## src/rtl/upsample_stream.sv

```systemverilog
// Nearest-neighbour 2-D upsampler: each input pixel is repeated SCALE times
// horizontally, and each buffered row is replayed SCALE times vertically.
module upsample_stream #(
  parameter int WIDTH     = 14,
  parameter int HEIGHT    = 14,
  parameter int SCALE     = 2,
  parameter int DATA_BITS = 8
) (
  input  logic                        clk,
  input  logic                        rst_n,
  input  logic                        in_val,
  output logic                        in_rdy,
  input  logic [DATA_BITS-1:0]        data_in,
  output logic signed [DATA_BITS-1:0] data_out,
  output logic                        valid,
  output logic                        frame_done
);

  localparam int HB = (SCALE > 1) ? $clog2(SCALE) : 1;
  localparam int CB = (WIDTH > 1) ? $clog2(WIDTH) : 1;
  localparam int RB = (HEIGHT > 1) ? $clog2(HEIGHT) : 1;

  localparam logic [HB-1:0] HMAX  = HB'(SCALE - 1);
  localparam logic [CB-1:0] CLAST = CB'(WIDTH - 1);
  localparam logic [RB-1:0] RLAST = RB'(HEIGHT - 1);

  typedef enum logic {LOAD, REPLAY} state_t;

  state_t               state;
  logic [CB-1:0]        col;
  logic [RB-1:0]        row;
  logic [HB-1:0]        hrep;
  logic [HB-1:0]        vrep;
  logic [DATA_BITS-1:0] linebuf [WIDTH];
  logic                 xfer;
  logic                 pix_done;

  always_comb begin
    in_rdy   = (state == LOAD) && (hrep == '0);
    xfer     = in_val && in_rdy;
    // Edge that emits the final horizontal copy of the current LOAD pixel.
    pix_done = (SCALE == 1) ? xfer : ((state == LOAD) && (hrep == HB'(1)));
  end

  always_ff @(posedge clk) begin
    if (xfer) linebuf[col] <= data_in;
  end

  always_ff @(posedge clk or negedge rst_n) begin
    if (!rst_n) begin
      state      <= LOAD;
      col        <= '0;
      row        <= '0;
      hrep       <= '0;
      vrep       <= '0;
      data_out   <= '0;
      valid      <= 1'b0;
      frame_done <= 1'b0;
    end else begin
      frame_done <= 1'b0;
      case (state)
        LOAD: begin
          if (hrep != '0) begin
            valid <= 1'b1;
            hrep  <= hrep - 1'b1;
          end else if (in_val) begin
            data_out <= $signed(data_in);
            valid    <= 1'b1;
            hrep     <= HMAX;
          end else begin
            valid <= 1'b0;
          end

          // Entering REPLAY here preloads the first replay output for the next edge.
          if (pix_done) begin
            if (col == CLAST) begin
              col <= '0;
              if (SCALE > 1) begin
                state <= REPLAY;
                vrep  <= HMAX;
                hrep  <= HMAX;
              end else if (row == RLAST) begin
                row        <= '0;
                frame_done <= 1'b1;
              end else begin
                row <= row + 1'b1;
              end
            end else begin
              col <= col + 1'b1;
            end
          end
        end

        REPLAY: begin
          data_out <= $signed(linebuf[col]);
          valid    <= 1'b1;
          if (hrep != '0) begin
            hrep <= hrep - 1'b1;
          end else if (col == CLAST) begin
            col  <= '0;
            vrep <= vrep - 1'b1;
            if (vrep == HB'(1)) begin
              state <= LOAD;
              hrep  <= '0;
              if (row == RLAST) begin
                row        <= '0;
                frame_done <= 1'b1;
              end else begin
                row <= row + 1'b1;
              end
            end else begin
              hrep <= HMAX;
            end
          end else begin
            col  <= col + 1'b1;
            hrep <= HMAX;
          end
        end

        default: state <= LOAD;
      endcase
    end
  end

endmodule

```

## config.mk

```make
export PLATFORM = sky130hd
export DESIGN_NAME = upsample_stream
export DESIGN_NICKNAME = d
export VERILOG_FILES = /design/src/rtl/upsample_stream.sv
export SDC_FILE = /design/constraint.sdc
export NUM_CORES = 1
export LEC_CHECK = 0
export BUFFER_PORTS_ARGS = -buffer_cell sky130_fd_sc_hd__buf_2
export CORE_UTILIZATION = 37
export DETAILED_ROUTE_END_ITERATION = 8
export MAX_ROUTING_LAYER = met4
export SYNTH_ARGS = -nofsm -noshare
export SYNTH_HDL_FRONTEND = slang
export SYNTH_SLANG_ARGS = --single-unit
export TNS_END_PERCENT = 5
```

## constraint.sdc

```tcl
create_clock -name clk -period 2.7 [get_ports clk]
set_clock_uncertainty 0.2 [all_clocks]
set_input_delay 0.135 -clock clk [delete_from_list [all_inputs] [get_ports clk]]
set_output_delay 0.135 -clock clk [all_outputs]
set_load 0.01 [all_outputs]
```

Word level (Yosys, flattened, before mapping)
Memory sizes are Yosys's and may differ from the RTL's.
Index checks and enable logic that the tools add are counted.
{"block": "word_totals", "ram_bits": 112, "reg_bits": 21, "out_inout_bits": 11, "word_cells": 69, "inputBits": 11, "mem_count": 1}
{"name": "linebuf", "depth": 14, "word_bits": 8, "read_ports": 1, "rd_ports_with_merged_regs": 0, "wr": 1, "line": "34", "text": "logic [DATA_BITS-1:0] linebuf [WIDTH];"}
{"block": "op_classes", "bitwise": 2, "reduce_logical": 7, "eq_ne": 9, "n_addsub": 4, "mux": 38}
{"operator": "4-bit two-way mux", "n": 8}
{"operator": "1-bit two-way mux", "n": 21}
{"operator": "8-bit two-way mux", "n": 2}
{"operator": "8-bit one-hot mux with 2 select lines", "n": 1}
{"operator": "1-bit one-hot mux with 2 select lines", "n": 5}
{"operator": "4-bit by 1-bit adder with 4-bit output (second input constant)", "n": 2}
{"operator": "4-bit equality test (second input constant)", "n": 2}
{"operator": "2-bit != test (second input constant)", "n": 4}
{"operator": "4-bit one-hot mux with 2 select lines", "n": 1}
{"operator": "4-bit AND reduction", "n": 2}
{"operator": "2-bit by 1-bit != test with 1-bit output (second input constant)", "n": 3}
{"operator": "2-bit AND reduction", "n": 2}
{"operator": "1-bit logical AND", "n": 3}
{"operator": "1-bit NOT", "n": 2}
{"operator": "1-bit subtractor (second input constant)", "n": 2}

Logic depth before layout (Yosys ltp)
Gate-level depths: netlist (run 1).
{"block": "logic_depth", "depth_word": 6, "ltp_mapped": 8}

Worst setup path after synthesis (run 1)
Ideal clock, no wire load.
{"block": "synth_timing", "path_type": "reg-to-reg", "from": "register col[0]", "to": "memory linebuf[0][0] (enable)", "n_path_buf": 2, "stages_incl_launch_ff": 6, "t_arrival_ps": 1661, "setup_time_ps": 383, "path_slack_ps": 455, "cell_sequence": "dfrtp_1 buf_2 buf_4 nor2_2 nand3_1 nor3_1"}
{"element": "from (decl)", "line": "30", "text": "logic [CB-1:0] col;"}
{"element": "from (signal assigned)", "line": "89", "text": "col <= col + 1'b1;"}
{"element": "from (signal assigned)", "line": "115", "text": "col <= col + 1'b1;"}
{"element": "to (decl)", "line": "34"}
Straight into the memory's write port.

Final worst setup path (run 1)
{"block": "layout_timing", "from": "register col[2]", "to": "register data_out[2]"}
{"block": "layout_between", "elab_chain_len": 2}
{"element": "memory 14 x 8 bit"}
{"element": "8-bit one-hot mux with 2 select lines", "line": "61", "text": "case (state)"}
{"element": "to (signal assigned)", "line": "67", "text": "data_out <= $signed(data_in);"}
{"element": "to (signal assigned)", "line": "95", "text": "data_out <= $signed(linebuf[col]);"}
{"element": "to (decl)", "line": "14", "text": "output logic signed [DATA_BITS-1:0] data_out,"}
No other way between the ends.
A chain may end at the register's enable or synchronous reset.

==> impl_metrics.tcl, run 1 <==
set metrics [dict create \
    synth.most_common_cell "edfxtp_1" \
    gp_congestion 0.7870 \
    wl_um 11570 \
    io_buffers 21 \
    synth-async-reset-ratio_pct 15.79 \
    grt_pass1_wl_um 17550 \
    synthDistinctLibCells 39 \
    outcome "completed" \
    nets 417 \
    slew_headroom_pct 59.59 \
    path_cells "buf_12 -> or3b_1 -> o22ai_2 -> nor3_1 -> a21oi_2" \
    clock_sinks 133 \
    synth_seq_cells 133 \
    post-dp-hpwl_um 7331 \
    syn_area_um2 5474 \
    ant_nets 0 \
    drive_above_1_share_pct 17.23 \
    synth.top_cell.area_share_pct 61.44 \
    maxCapViolCount 0 \
    yosys-top-cells-count "edfxtp_1 (112), mux2i_1 (58), dfrtp_1 (21), nor2_1 (21), nand2_1 (18)" \
    synth_top_family_by_area "multiplexers" \
    p_clk_share_pct 31.3 \
    cp_slowest_cell "dfrtp_2" \
    synthFlopType "edfxtp_1" \
    hold_viol 0 \
    setup_viol 0 \
    muxShareOfSynthArea_pct 10.88 \
    htree_levels 4 \
    ios 22 \
    p_comb_share_pct 28.5 \
    tightest_slew_ns 0.6040 \
    rsz0062_at_grt "false" \
    synthSimpleGateAreaFrac_pct 6.583 \
    start_util_pct 37.81 \
    postCtsHoldBufs 10 \
    row_count 44 \
    clk_path_buf_depth 2 \
    total_leakage_power_nw 2.354 \
    critPathRequiredTime_ns 2.78 \
    grt_max_degree 35 \
    p_per_area_nw_per_um2 1030 \
    wl_per_cell_um 19.41 \
    syn2layout_area_growth_pct 17.90 \
    cp.arrival_ns 2.19 \
    synth_compound_area_share_pct 7.703 \
    track_usage_pct 16.70 \
    hold_class "input port to asynchronous set/reset pin" \
    die_y_um 123.6 \
    ys_warn_count 0 \
    synth_cells 358 \
    synth-seq-area-share_pct 71.04 \
    cts-resized-gates 0 \
    ir_drop_mv 0.4926 \
    core_area_um2 14480 \
    fin_crit_sh_pct 78.04 \
    tns_ns 0 \
    internal-power_mw 4.578 \
    yosys.area_share.xor_xnor_pct 0.3200 \
    viasPerCell 5.349 \
    tritoncts "yes" \
    dr.pass1.iters 5 \
    die_area_um2 15290 \
    power.switching_mw 2.071 \
    overflow 0 \
    synthAdderAreaFrac_pct 0.6857 \
    power_frac_seq_pct 40.2 \
    synth_edf_count 112 \
    numCtsBuffers 17 \
    drcViolationCount 0 \
    syn_nets 372 \
    num_vias 3188 \
    period_needed_ns 2.107 \
    grt_pass1_vias 3122 \
    worstPathMaxFanout 34 \
    avgSynthCellArea_um2 15.29 \
    crit_path_end_kind "register" \
    netSwitchingFraction_pct 31.15 \
    diodes 0 \
    clk_latency_ns 0.41 \
    synth_top_area_cell "edfxtp_1" \
    die_w_um 123.6 \
    r2r_slack_ns 0.59 \
    antenna_found_initial 0 \
    maxSlewViolCount 0 \
    crit_type "register to register" \
    startpoint_type "register" \
    path_clk_slew_ns 0.05 \
    synth_area_leaders "edfxtp_1 (61%), mux2i_1 (11%), dfrtp_1 (9.6%), nor2_1 (1.4%), a221oi_1 (1.3%)" \
    initialDrtViolationCount 291 \
    fmax_ghz 0.4746 \
    root_buffer "clkbuf_16" \
    cpPeakStageDelay_ns 0.57 \
    fin_util_pct 44.57 \
    cts_setup_buffers 0 \
]
-- critical path: cells and delay by family, from the launching register on --
family                 cells  cell delay (ns)
and+or+nand+nor            2             0.69
DFF                        1             0.57
buffers and inverters      1             0.27
AOI/OAI and AO/OA          2             0.21
-- cell families (layout without fill, tap and decap cells) --
group           count (synthesis)  count (layout)
flops                         133             133
simple gates                   75              75
compound gates                 59              59
mux                            59              59
buf+inv                        27              81
fa+ha+maj                       3               3
xor+xnor                        2               2
-- layer usage --
| metal | part of all wire, % | vias up | global-route usage [%] | wire length (um) |
|---|---|---|---|---|
| li1 | - | 1465 | - | - |
| met1 | 47 | 1596 | 22.22 | 5463 |
| met2 | 46 | 106 | 24.31 | 5286 |
| met3 | 4.6 | 21 | 3.251 | 528 |
| met4 | 2.5 | 0 | 8.509 | 291 |
| met5 | 0 | - | - | 0 |
-- cells in the final DEF, fill, tap and decap left out, types with 3 or more instances in the layout --
cell	synthesis	final
edfxtp_1	112	112
mux2i_1	58	58
nor2_1	21	21
buf_2	8	21
dfrtp_1	21	20
buf_4	5	19
nand2_1	18	18
clkbuf_16	0	17
nor3_1	12	12
dlygate4sd3_1	0	10
o22ai_1	8	8
a22oi_1	8	8
a221oi_1	8	8
o21bai_1	8	8
o31ai_1	8	8
a21oi_1	8	8
nand3_1	7	7
o21ai_0	5	5
clkinv_2	0	5
nand2b_1	4	4
nor2b_1	4	4
clkbuf_1	8	4
ha_1	3	3
-- through the flow --
step           hold WS (ns)  cell area (um^2)  std cells  power (mW)  worst slack (ns)
6_report            0.01991              6454        596       6.649            0.5929
5_1_grt             0.06982              6454        596       6.960            0.4685
4_1_cts             0.01991              6454        596       6.700            0.6024
3_5_place_dp       -0.07834              5828        558       4.599            0.6124
3_3_place_gp       -0.07042              5828        558       4.575            0.6263
2_1_floorplan       -0.3606              5474        358       4.060            0.4553
-- area by class of cell --
cell class	instances	area [um^2]
fill	1268	8025
sequential	133	3890
multi-input combinational	198	1433
clock buffer	21	440.4
timing repair buffer	51	367.9
tap	184	230.2
clock inverter	7	85.08
inverter	2	7.507
-- sequential cells by signal, summed over array words and instances, names as in the netlist --
register	count
hrep	1
data_out	8
vrep	1
valid	1
col	4
state	1
linebuf	112
row	4
frame_done	1
-- worst paths after layout --
check	from	endpoint	depth (start not counted)
max	col[2]	data_out[2]	5
min	rst_n	data_out[3]	2
max reg2reg	col[2]	data_out[2]	5
min reg2reg	hrep	hrep	1
max in group asynchronous	rst_n	col[2]	2
min in group clk	hrep	hrep	1
-- power by group through the flow --
stage | combinational, mW | sequential (mW) | clock [mW]
6_report | 1.89 | 2.68 | 2.08
5_1_grt | 2.06 | 2.71 | 2.19
4_1_cts | 1.90 | 2.67 | 2.12
3_5_place_dp | 1.89 | 2.71 | 0
3_3_place_gp | 1.87 | 2.71 | 0
2_1_floorplan | 1.42 | 2.64 | 0
No activity file was read; power rests on OpenSTA's default activity.
==> run 2, diff against run 1 <==
- clock period: 2.7 -> 1.7 ns (I/O delays scaled with it)
==> run 2 against run 1 <==
  * The run now ends with negative setup slack left
  * Register-to-register slack got worse by 0.66 ns
  * Non-clock buffer count increased by 37
  * Power increased by 82%
==> impl_metrics.tcl, run 2 (same netlist as run 1, synthesis figures left out) <==
set metrics [dict create \
    outcome "finished, violations left" \
    failed_checks "negative setup slack" \
    cp_num_buf_inv 2 \
    root_buffer "clkbuf_16" \
    worstPathMaxFanout 8 \
    cp.arrival_ns 1.93 \
    ant_nets 0 \
    tritoncts "yes" \
    start_util_pct 37.81 \
    final_cell_mix "edfxtp_1 (112), mux2i_1 (57), buf_4 (32), buf_2 (21), clkbuf_16 (18)" \
    crit_path_end_kind "register" \
    total_leakage_power_nw 2.619 \
    numCtsBuffers 17 \
    core_area_um2 14480 \
    wl_per_cell_um 19.32 \
    cp_slowest_cell "dfrtp_2" \
    postLayoutCellArea_um2 7292 \
    row_count 44 \
    nets 454 \
    cpPeakStageDelay_ns 0.46 \
    ir_drop_mv 0.8055 \
    final_common_cell "edfxtp_1" \
    clk_path_buf_depth 2 \
    grt_pass1_vias 3293 \
    drive_above_1_share_pct 36.64 \
    startpoint_type "register" \
    post-dp-hpwl_um 8006 \
    setup_viol 29 \
    htree_levels 4 \
    drcViolationCount 0 \
    clock_sinks 133 \
    initialDrtViolationCount 243 \
    track_usage_pct 18.36 \
    reg.largest.list "linebuf x112, data_out x8" \
    slew_headroom_pct 66.77 \
    post_dp_cell_area_um2 6304 \
    wl_um 12310 \
    path_clk_slew_ns 0.06 \
    p_total_mw 12.10 \
    hold_class "register to register" \
    crit_type "register to register" \
    die_w_um 123.6 \
    clk_latency_ns 0.43 \
    hold_viol 0 \
    maxSlewViolCount 0 \
    largest_reg_flops 112 \
    gp_congestion 0.8230 \
    syn2layout_area_growth_pct 33.21 \
    crit_family "compound AO/OA/AOI/OAI gates" \
    overflow 0 \
    fmax_ghz 0.5658 \
    grt_max_degree 26 \
    dr.pass1.iters 4 \
    antenna_found_initial 0 \
    rsz0062_at_grt "true" \
    tightest_slew_ns 0.4984 \
    die_y_um 123.6 \
    setup_ws_ns -0.06745 \
    pre_cts_ws_ns -0.1423 \
    num_vias 3288 \
    die_area_um2 15290 \
    fin_crit_sh_pct 104.0 \
    diodes 0 \
    path_common_cell "buf_4" \
    maxCapViolCount 0 \
    path_cells "buf_4 -> nor2_4 -> buf_4 -> a221oi_2 -> nand2_1 -> a21oi_1" \
    ios 22 \
    period_needed_ns 1.767 \
    grt_pass1_wl_um 19180 \
    p_per_area_nw_per_um2 1659 \
    regMostFlops "linebuf" \
    viasPerCell 5.162 \
    critPathRequiredTime_ns 1.86 \
    io_buffers 21 \
]
## run 2: changes by cell type in the layout (fill, tap and decap cells not counted), moves of 6 or more
| cell | before | now |
|---|---|---|
| nor2_1 | 21 | 10 |
| buf_4 | 19 | 32 |
| buf_12 | 1 | 14 |
| a221oi_1 | 8 | 2 |
| clkinvlp_4 | 0 | 6 |
| nor2_4 | 0 | 6 |
| buf_6 | 0 | 9 |
## run 2: repair_timing
item | 4_1_cts | 5_1_grt
pin swaps | 22 | 10
gates cloned | 0 | 1
resized for setup | 30 | 24
setup endpoints to repair | 123 | 123
hold endpoints to repair | 134 | 0
setup buffers | 3 | 8
hold buffers | 11 | 0
## run 2: path summary, 6_finish.rpt
kind                        start          end  slack [ns]  cells past startpoint
max                        col[0]  data_out[5]       -0.07                      6
min                        row[0]       row[0]        0.32                      1
max reg2reg                col[0]  data_out[5]       -0.07                      6
min reg2reg                row[0]       row[0]        0.32                      1
max in group asynchronous   rst_n       col[0]        0.44                      3
min in group asynchronous   rst_n       row[0]        0.49                      3
## run 2: layer usage
layer / track usage (%) / share of wire, %
met1: 23.69 / 45
met3: 5.266 / 4.7
met5: - / 0
met4: 6.702 / 1.4
met2: 27.53 / 49
## run 2: worst reg2reg max path: cells and delay by family (launching register included)
kind,cells,cell delay [ns]
and+or+nand+nor,2,0.20
AOI/OAI and AO/OA,2,0.51
buffers and inverters,2,0.33
DFF,1,0.46
## run 2: through the flow
stage | setup TNS, ns | util [%] | hold slack (ns) | std cells
finish | -0.5103 | 50.36 | 0.3152 | 637
global route | -4.972 | 50.36 | 0.3308 | 637
CTS | -1.262 | 49.13 | 0.3168 | 628
detailed placement | -7.016 | 43.54 | -0.1268 | 582
global placement | -5.971 | 43.54 | -0.1201 | 582
floorplan | -8.722 | - | -0.4106 | 358
## run 2: power breakdown
part           internal (mW)  switching (mW)
Sequential              3.95           0.283
Combinational           2.15            2.39
Clock                   1.89            1.44
Total                   7.99            4.11
## run 2: area by class of cell
class | instances | area [um^2]
clock inverters | 15 | 121.4
multi-input cells | 198 | 1749
flip-flops and latches | 133 | 3894
fillers | 1196 | 7187
well taps | 184 | 230.2
clock buffers | 17 | 425.4
inverters | 2 | 10.01
repair buffers | 88 | 862.1
